$ cat src/rtl/wb_alu_pkg.sv
// Shared definitions for the wb_alu Wishbone arithmetic slave: opcodes,
// register offsets, STATUS bit positions and the control FSM state type.
package wb_alu_pkg;

  localparam logic [3:0] OP_ADD  = 4'd0;
  localparam logic [3:0] OP_SUB  = 4'd1;
  localparam logic [3:0] OP_AND  = 4'd2;
  localparam logic [3:0] OP_OR   = 4'd3;
  localparam logic [3:0] OP_XOR  = 4'd4;
  localparam logic [3:0] OP_SHL  = 4'd5;
  localparam logic [3:0] OP_SHR  = 4'd6;
  localparam logic [3:0] OP_MULU = 4'd7;
  localparam logic [3:0] OP_DIVU = 4'd8;

  localparam logic [2:0] REG_OPA    = 3'd0;
  localparam logic [2:0] REG_OPB    = 3'd1;
  localparam logic [2:0] REG_CTRL   = 3'd2;
  localparam logic [2:0] REG_STATUS = 3'd3;
  localparam logic [2:0] REG_RES_LO = 3'd4;
  localparam logic [2:0] REG_RES_HI = 3'd5;

  localparam int ST_BUSY = 0;
  localparam int ST_DONE = 1;
  localparam int ST_DZ   = 2;

  typedef enum logic [1:0] {
    S_IDLE = 2'd0,
    S_EXEC = 2'd1,
    S_DONE = 2'd2
  } state_e;

  function automatic logic op_legal(input logic [3:0] op);
    return op <= OP_DIVU;
  endfunction

endpackage

$ cat src/rtl/alu_muldiv_iter.sv
// Iterative engine shared by MULU (shift-add) and DIVU (restoring division);
// one result bit per cycle, DATA_W cycles per operation.
module alu_muldiv_iter
  import wb_alu_pkg::*;
#(
  parameter int DATA_W = 32
) (
  input  logic                  clk_i,
  input  logic                  rst_i,
  input  logic                  start_i,
  input  logic                  div_i,
  input  logic [DATA_W-1:0]     a_i,
  input  logic [DATA_W-1:0]     b_i,
  output logic [2*DATA_W-1:0]   result_o,
  output logic                  done_o
);

  localparam int CNT_W = $clog2(DATA_W);
  localparam logic [CNT_W-1:0] LAST = CNT_W'(DATA_W - 1);

  logic              run_q, run_d, div_q, div_d;
  logic [CNT_W-1:0]  cnt_q, cnt_d;
  logic [DATA_W-1:0] op_q, op_d, hi_q, hi_d, lo_q, lo_d;
  logic [DATA_W:0]   sum_w, rem_w, diff_w;
  logic              ge_w;

  // hi:lo is the product accumulator for MULU and remainder:quotient for DIVU.
  always_comb begin
    sum_w  = {1'b0, hi_q} + (lo_q[0] ? {1'b0, op_q} : '0);
    rem_w  = {hi_q, lo_q[DATA_W-1]};
    diff_w = rem_w - {1'b0, op_q};
    ge_w   = rem_w >= {1'b0, op_q};
    run_d  = run_q;
    div_d  = div_q;
    cnt_d  = cnt_q;
    op_d   = op_q;
    hi_d   = hi_q;
    lo_d   = lo_q;
    if (start_i) begin
      run_d = 1'b1;
      div_d = div_i;
      cnt_d = '0;
      op_d  = div_i ? b_i : a_i;
      hi_d  = '0;
      lo_d  = div_i ? a_i : b_i;
    end else if (run_q) begin
      if (div_q) begin
        hi_d = ge_w ? diff_w[DATA_W-1:0] : rem_w[DATA_W-1:0];
        lo_d = {lo_q[DATA_W-2:0], ge_w};
      end else begin
        {hi_d, lo_d} = {sum_w, lo_q[DATA_W-1:1]};
      end
      if (cnt_q == LAST) run_d = 1'b0;
      else               cnt_d = cnt_q + CNT_W'(1);
    end
  end

  always_ff @(posedge clk_i) begin
    if (rst_i) begin
      run_q <= 1'b0;
      div_q <= 1'b0;
      cnt_q <= '0;
      op_q  <= '0;
      hi_q  <= '0;
      lo_q  <= '0;
    end else begin
      run_q <= run_d;
      div_q <= div_d;
      cnt_q <= cnt_d;
      op_q  <= op_d;
      hi_q  <= hi_d;
      lo_q  <= lo_d;
    end
  end

  assign done_o   = run_q && (cnt_q == LAST);
  assign result_o = {hi_q, lo_q};

endmodule

$ cat src/rtl/wb_alu.sv
// Wishbone B4 classic slave wrapping single-cycle ALU ops plus the shared
// iterative multiply/divide engine behind a small register map.
module wb_alu
  import wb_alu_pkg::*;
#(
  parameter int DATA_W = 32,
  parameter int ADDR_W = 32
) (
  input  logic                clk_i,
  input  logic                rst_i,
  input  logic [ADDR_W-1:0]   adr_i,
  input  logic [DATA_W-1:0]   dat_i,
  output logic [DATA_W-1:0]   dat_o,
  input  logic                we_i,
  input  logic [DATA_W/8-1:0] sel_i,
  input  logic                cyc_i,
  input  logic                stb_i,
  output logic                ack_o,
  output logic                err_o,
  output logic                rty_o
);

  localparam int SH_W = $clog2(DATA_W);
  // An 8-bit bus has no bit 8, so the start flag folds down to bit 7 there.
  localparam int START_BIT = (DATA_W > 8) ? 8 : 7;

  state_e              state_q, state_d;
  logic [DATA_W-1:0]   opa_q, opa_d, opb_q, opb_d;
  logic [DATA_W-1:0]   res_lo_q, res_lo_d, res_hi_q, res_hi_d;
  logic [DATA_W-1:0]   pend_lo_q, pend_lo_d, pend_hi_q, pend_hi_d;
  logic [DATA_W-1:0]   dat_q, dat_d;
  logic [3:0]          op_q, op_d;
  logic                done_q, done_d, dz_q, dz_d;
  logic                ack_q, ack_d, err_q, err_d, rty_q, rty_d;
  logic                take, busy, start_go, eng_start, eng_done, use_eng, div0;
  logic [2:0]          off;
  logic [2*DATA_W-1:0] eng_res;
  logic [DATA_W:0]     add_w, sub_w;
  logic                unused_adr;

  assign off        = adr_i[4:2];
  assign unused_adr = ^{adr_i[ADDR_W-1:5], adr_i[1:0]};
  assign busy       = state_q != S_IDLE;
  assign take       = cyc_i && stb_i && !(ack_q || err_q || rty_q);
  assign start_go   = take && we_i && !busy && off == REG_CTRL && sel_i[0]
                      && dat_i[START_BIT] && op_legal(dat_i[3:0]);
  assign eng_start  = start_go && (dat_i[3:0] == OP_MULU ||
                                   (dat_i[3:0] == OP_DIVU && opb_q != '0));
  assign div0       = op_q == OP_DIVU && opb_q == '0;
  assign use_eng    = op_q == OP_MULU || (op_q == OP_DIVU && !div0);

  alu_muldiv_iter #(.DATA_W(DATA_W)) u_iter (
    .clk_i    (clk_i),
    .rst_i    (rst_i),
    .start_i  (eng_start),
    .div_i    (dat_i[3:0] == OP_DIVU),
    .a_i      (opa_q),
    .b_i      (opb_q),
    .result_o (eng_res),
    .done_o   (eng_done)
  );

  always_comb begin
    state_d = state_q;
    case (state_q)
      S_IDLE:  if (start_go) state_d = S_EXEC;
      S_EXEC:  if (!use_eng || eng_done) state_d = S_DONE;
      S_DONE:  state_d = S_IDLE;
      default: state_d = S_IDLE;
    endcase
  end

  always_ff @(posedge clk_i) begin
    if (rst_i) state_q <= S_IDLE;
    else       state_q <= state_d;
  end

  // NOTE: every _d gets its hold value first so no path through this block can infer a latch.
  always_comb begin
    opa_d     = opa_q;
    opb_d     = opb_q;
    op_d      = op_q;
    res_lo_d  = res_lo_q;
    res_hi_d  = res_hi_q;
    pend_lo_d = pend_lo_q;
    pend_hi_d = pend_hi_q;
    done_d    = done_q;
    dz_d      = dz_q;
    ack_d     = 1'b0;
    err_d     = 1'b0;
    rty_d     = 1'b0;
    dat_d     = '0;
    add_w     = {1'b0, opa_q} + {1'b0, opb_q};
    sub_w     = {1'b0, opa_q} - {1'b0, opb_q};

    if (take) begin
      if (off > REG_RES_HI || (we_i && (off == REG_RES_LO || off == REG_RES_HI))) begin
        err_d = 1'b1;
      end else if (!we_i) begin
        ack_d = 1'b1;
        case (off)
          REG_OPA:    dat_d = opa_q;
          REG_OPB:    dat_d = opb_q;
          REG_CTRL:   dat_d = DATA_W'(op_q);
          REG_STATUS: dat_d = DATA_W'({dz_q, done_q, busy});
          REG_RES_LO: dat_d = res_lo_q;
          REG_RES_HI: dat_d = res_hi_q;
          default:    dat_d = '0;
        endcase
      end else if (off == REG_STATUS) begin
        ack_d = 1'b1;
        if (sel_i[0] && dat_i[ST_DONE]) done_d = 1'b0;
        if (sel_i[0] && dat_i[ST_DZ])   dz_d   = 1'b0;
      end else if (busy) begin
        rty_d = 1'b1;
      end else if (off == REG_CTRL && sel_i[0] && dat_i[START_BIT] && !op_legal(dat_i[3:0])) begin
        err_d = 1'b1;
      end else begin
        ack_d = 1'b1;
        for (int b = 0; b < DATA_W/8; b++) begin
          if (sel_i[b] && off == REG_OPA) opa_d[8*b +: 8] = dat_i[8*b +: 8];
          if (sel_i[b] && off == REG_OPB) opb_d[8*b +: 8] = dat_i[8*b +: 8];
        end
        if (off == REG_CTRL && sel_i[0]) begin
          op_d = dat_i[3:0];
          if (dat_i[START_BIT]) begin
            done_d = 1'b0;
            dz_d   = 1'b0;
          end
        end
      end
    end

    if (state_q == S_EXEC) begin
      pend_hi_d = '0;
      case (op_q)
        OP_ADD:  begin pend_lo_d = add_w[DATA_W-1:0]; pend_hi_d[0] = add_w[DATA_W]; end
        OP_SUB:  begin pend_lo_d = sub_w[DATA_W-1:0]; pend_hi_d[0] = sub_w[DATA_W]; end
        OP_AND:  pend_lo_d = opa_q & opb_q;
        OP_OR:   pend_lo_d = opa_q | opb_q;
        OP_XOR:  pend_lo_d = opa_q ^ opb_q;
        OP_SHL:  pend_lo_d = opa_q << opb_q[SH_W-1:0];
        OP_SHR:  pend_lo_d = opa_q >> opb_q[SH_W-1:0];
        OP_DIVU: begin pend_lo_d = '1; pend_hi_d = opa_q; end
        default: pend_lo_d = '0;
      endcase
    end

    // Placed after the W1C handling so a set in DONE wins over a same-cycle clear.
    if (state_q == S_DONE) begin
      res_lo_d = use_eng ? eng_res[DATA_W-1:0]      : pend_lo_q;
      res_hi_d = use_eng ? eng_res[2*DATA_W-1:DATA_W] : pend_hi_q;
      done_d   = 1'b1;
      dz_d     = div0;
    end
  end

  // NOTE: state updates use non-blocking assignments so every register samples pre-edge values.
  always_ff @(posedge clk_i) begin
    if (rst_i) begin
      opa_q     <= '0;
      opb_q     <= '0;
      op_q      <= '0;
      res_lo_q  <= '0;
      res_hi_q  <= '0;
      pend_lo_q <= '0;
      pend_hi_q <= '0;
      dat_q     <= '0;
      done_q    <= 1'b0;
      dz_q      <= 1'b0;
      ack_q     <= 1'b0;
      err_q     <= 1'b0;
      rty_q     <= 1'b0;
    end else begin
      opa_q     <= opa_d;
      opb_q     <= opb_d;
      op_q      <= op_d;
      res_lo_q  <= res_lo_d;
      res_hi_q  <= res_hi_d;
      pend_lo_q <= pend_lo_d;
      pend_hi_q <= pend_hi_d;
      dat_q     <= dat_d;
      done_q    <= done_d;
      dz_q      <= dz_d;
      ack_q     <= ack_d;
      err_q     <= err_d;
      rty_q     <= rty_d;
    end
  end

  assign dat_o = dat_q;
  assign ack_o = ack_q;
  assign err_o = err_q;
  assign rty_o = rty_q;

endmodule
$ cat config.mk
export PLATFORM = sky130hd
export DESIGN_NAME = wb_alu
export DESIGN_NICKNAME = d
export VERILOG_FILES = /design/src/rtl/wb_alu_pkg.sv /design/src/rtl/alu_muldiv_iter.sv /design/src/rtl/wb_alu.sv
export SDC_FILE = /design/constraint.sdc
export NUM_CORES = 2
export LEC_CHECK = 0
export CAP_MARGIN = 20
export CORE_MARGIN = 1
export CORE_UTILIZATION = 41
export DETAILED_ROUTE_END_ITERATION = 8
export PLACE_DENSITY_LB_ADDON = 0.12
export SETUP_SLACK_MARGIN = 0.3
export SLEW_MARGIN = 25
export SYNTH_ARGS = -nofsm -noshare
export SYNTH_HDL_FRONTEND = slang
export SYNTH_SLANG_ARGS = --single-unit
$ cat constraint.sdc
create_clock -name clk_i -period 4.49 [get_ports clk_i]
set_input_delay 0.6735 -clock clk_i [delete_from_list [all_inputs] [get_ports clk_i]]
set_output_delay 0.6735 -clock clk_i [all_outputs]
set_load 0.03 [all_outputs]
==> reports/summary.json <==
{
  "critical_path": {
    "reg2regPathDepth": 13,
    "crit_slowest_cell": "o31ai_2",
    "critical_path_class": "register to register",
    "worstPathMaxFanout": 7,
    "cpPeakStageDelay_ns": 0.65,
    "critical_path_arrival_ns": 4.44,
    "reg2reg_setup_slack_ns": 0.55,
    "crit_buf_inv": 2,
    "worst_path_dominant_cell_family": "compound AO/OA/AOI/OAI gates",
    "worst_setup_path_endpoint": "pend_lo_q[22]",
    "timing.critical_path.mode_cell": "inv_1",
    "critical_path_cell_count": 13,
    "worstPathCellList": "inv_1 > ha_1 > inv_1 > fa_1 > nor2b_1 > o211ai_1 > a21oi_1 > o31ai_2 > o21ai_2 > a211o_1 > a2111oi_0 > o21ai_0 > a211oi_1",
    "worstSetupStartpoint": "opa_q[0]",
    "cp_data_required_time_ns": 4.99,
    "r2r_start": "opa_q[0]",
    "critical_path.reg2reg.endpoint": "pend_lo_q[22]",
    "worstSetupStartpointType": "register",
    "end_kind": "register"
  },
  "logic_synthesis": {
    "netlist_top_cells_count": "nand2_1, nor2_1, a21oi_1, dfxtp_1, clkbuf_1",
    "synthMostInstantiatedCell": "nand2_1",
    "synth_sequential_area_ratio": 0.247,
    "post_synth.cell_area_avg_um2": 7.69,
    "ff_latch_count_synth": 338,
    "netlist-cell-type-count": 100,
    "netlist_instances": 3566,
    "synth_top_cell_area_share": 0.247,
    "yosys.area.top_type": "dfxtp_1",
    "synth_area_um2": 27400,
    "ys_dominant_reg_cell": "dfxtp_1",
    "synth_fp_nets": 3815,
    "synth_area_leaders": "dfxtp_1, ha_1, mux2i_1",
    "yosysWarnings": 0,
    "synthArstFlopShare": 0,
    "synth-edff-count": 0
  },
  "pwr": {
    "gate_power_share": 0.040,
    "cellLeakagePower_nw": 10.7,
    "p_clk_frac": 0.521,
    "power.ir.vdd_worst_uv": 256,
    "internal_power_mw": 5.14,
    "power.share.sequential": 0.439,
    "net-switching-power_mw": 1.69,
    "powerDensity_nw_per_um2": 223,
    "power.switching_fraction": 0.248
  },
  "cts": {
    "clkSinkCount": 338,
    "ctsResizeCount": 0,
    "cts_post_setup_buffers_inserted": 0,
    "cts_tree": "built",
    "h-tree-depth": 2,
    "worstSkewPairLatency_ns": 0.60,
    "postCtsHoldBufs": 0,
    "clk_root_buffer_cell": "clkbuf_16",
    "cts_buffer_depth": 3,
    "worst_setup_hold_path_clk_slew_ns": 0.06,
    "cts-buffers-inserted": 42
  },
  "detailed_routing": {
    "route.vias.total": 28671,
    "detail_route.first_pass.iterations": 9,
    "routed_length_per_instance_um": 27.9,
    "drt_drc_violations_left": 18,
    "first_iter_violations": 3722,
    "post_route_ant_nets": 0,
    "via_per_inst": 6.49,
    "routed_wl_um": 123000
  },
  "place": {
    "place_hpwl_um": 89300,
    "place_ws_ns": 0.583,
    "buffer_ports.inserted": 78,
    "placed_cells": 4339,
    "gp_congestion": 1.01
  },
  "floorplan": {
    "design.core.area_um2": 66000,
    "die_y_um": 261,
    "pin_count": 108,
    "num_rows": 94,
    "floorplan.die_area_um2": 67900,
    "die_w_um": 261,
    "start_util": 0.416
  },
  "sta": {
    "timing.setup.tns_ns": 0,
    "hold_viol_final": 0,
    "setup_ws_ns": 0.550,
    "slew_headroom": 0.291,
    "max_slew.worst_pin.slew_ns": 1.05,
    "clock-skew-final_ns": 0.0252,
    "max_freq_ghz": 0.254,
    "grt_setup_unrepaired": "false",
    "count_of_final_max_slew_check_failures": 0,
    "timing.final.crit_period_ns": 3.94,
    "setup_violations_final": 0,
    "period_share": 0.877
  },
  "grt": {
    "grt_util_all_layers": 0.354,
    "antenna_found_initial": 0,
    "global_route.overflow_total": 0,
    "grt_start_max_net_pins": 146,
    "vias_in_the_first_global_route": 26709,
    "grt_first_pass_wirelength_um": 180000
  },
  "finish": {
    "layout-drive-gt1-share": 0.0963,
    "area_growth_syn_to_layout_pct": 11.6,
    "n_antenna_cell": 0,
    "num-nets-final": 3768,
    "final_core_utilization": 0.464,
    "layout.cells.non_filler": 4416
  },
  "status": {
    "violations": "DRC",
    "run_status": "complete, but fails checks"
  },
  "run": {
    "timing.max_cap.violations": 0
  },
  "hold_path": {
    "holdCritPathClass": "register to register"
  }
}
-- how the worst min path moves through the flow --
stage                        startpoint       endpoint  slack [ns]  depth (start not counted)
after global placement     pend_hi_q[3]   pend_hi_q[3]        0.44                          2
final                     pend_hi_q[10]  pend_hi_q[10]        0.45                          2
after floorplan           pend_hi_q[10]  pend_hi_q[10]        0.43                          2
after CTS                  pend_hi_q[5]   pend_hi_q[5]        0.45                          2
after global routing       pend_hi_q[5]   pend_hi_q[5]        0.46                          2
after detailed placement  pend_hi_q[31]  pend_hi_q[31]        0.44                          2
-- layer usage --
layer,track usage,part of all wire,vias to the layer above
met4,0.175,0.056,0
met1,0.494,0.44,13834
met2,0.529,0.42,1553
li1,-,-,12975
met3,0.0522,0.083,309
met5,0,0,-
-- sequential cells by signal (all words and copies together) (netlist names) --
name / count
u_iter.div_q: 1
opa_q: 32
dz_q: 1
done_q: 1
pend_lo_q: 32
res_lo_q: 32
u_iter.hi_q: 32
res_hi_q: 32
u_iter.lo_q: 32
opb_q: 32
err_o: 1
pend_hi_q: 32
rty_o: 1
state_q: 2
dat_o: 32
op_q: 4
ack_o: 1
u_iter.run_q: 1
u_iter.op_q: 32
u_iter.cnt_q: 5
-- worst reg2reg max path, delay by kind of cell, from the launching register on --
kind,cells,cell delay [ns]
adder cells (fa/ha/maj),2,0.61
flip-flops,1,0.44
AND/OR/NAND/NOR,1,0.17
buffers and inverters,2,0.23
AO/OA/AOI/OAI,8,2.40
-- stage by stage --
stage	cell area [µm²]	hold slack (ns)	power [mW]
detailed placement	29200	0.443	3.33
CTS	30600	0.450	6.87
finish	30600	0.450	6.83
global placement	29200	0.438	3.33
global route	30600	0.462	7.01
floorplan	27400	0.431	3.20
-- cells in the final DEF (no fill, tap or decap), types with 12 or more instances in the layout --
cell type,Yosys,final
and2_1,45,45
clkdlybuf4s50_1,0,77
o211ai_1,44,44
o21ai_0,156,155
clkbuf_16,0,42
a21oi_1,348,348
a211oi_1,132,132
nor4_1,19,18
a211o_1,12,12
nand3_1,87,87
xnor2_1,36,36
nand2b_1,16,15
mux2_2,13,13
dfxtp_1,338,333
nand4_1,19,19
a21o_1,50,50
and3_1,23,23
o221ai_1,12,12
a311oi_1,71,71
a221oi_1,27,27
inv_1,148,148
nor3_1,55,52
or3_1,18,18
mux2i_1,178,178
ha_1,172,172
o22ai_1,19,18
nor2_1,374,372
o21a_1,16,16
nor2b_1,24,22
buf_4,12,130
mux4_2,60,60
nand2_1,425,425
xor2_1,21,21
o21bai_1,21,21
a22oi_1,64,64
a31oi_1,23,23
o31ai_1,20,20
-- cell type report --
class | count | area (µm²)
inverter | 153 | 574
tap | 864 | 1080
sequential | 338 | 6780
fill | 6603 | 35400
clock inverter | 23 | 278
timing repair buffer | 213 | 1860
clock buffer | 54 | 1150
multi-input combinational | 2771 | 18900
-- kinds of logic (layout without fill, tap and decap cells) --
family,after synthesis,after routing,synth area share
AOI/OAI and AO/OA,1130,1130,0.276
xor gates and xnor gates,57,57,0.0182
adders and majority gates,176,176,0.0814
buffers and inverters,457,443,0.0673
DFF,338,338,0.247
muxes,259,259,0.124
and+or+nand+nor,1149,1149,0.187
-- power groups by stage --
stage          Combinational [mW]  Sequential (mW)  Clock [mW]
6_report                    0.272             3.00        3.56
5_1_grt                     0.283             3.00        3.72
4_1_cts                     0.265             3.00        3.60
3_5_place_dp                0.264             3.07           0
3_3_place_gp                0.263             3.07           0
2_1_floorplan               0.133             3.07           0
(Power assumes the default switching activity.)
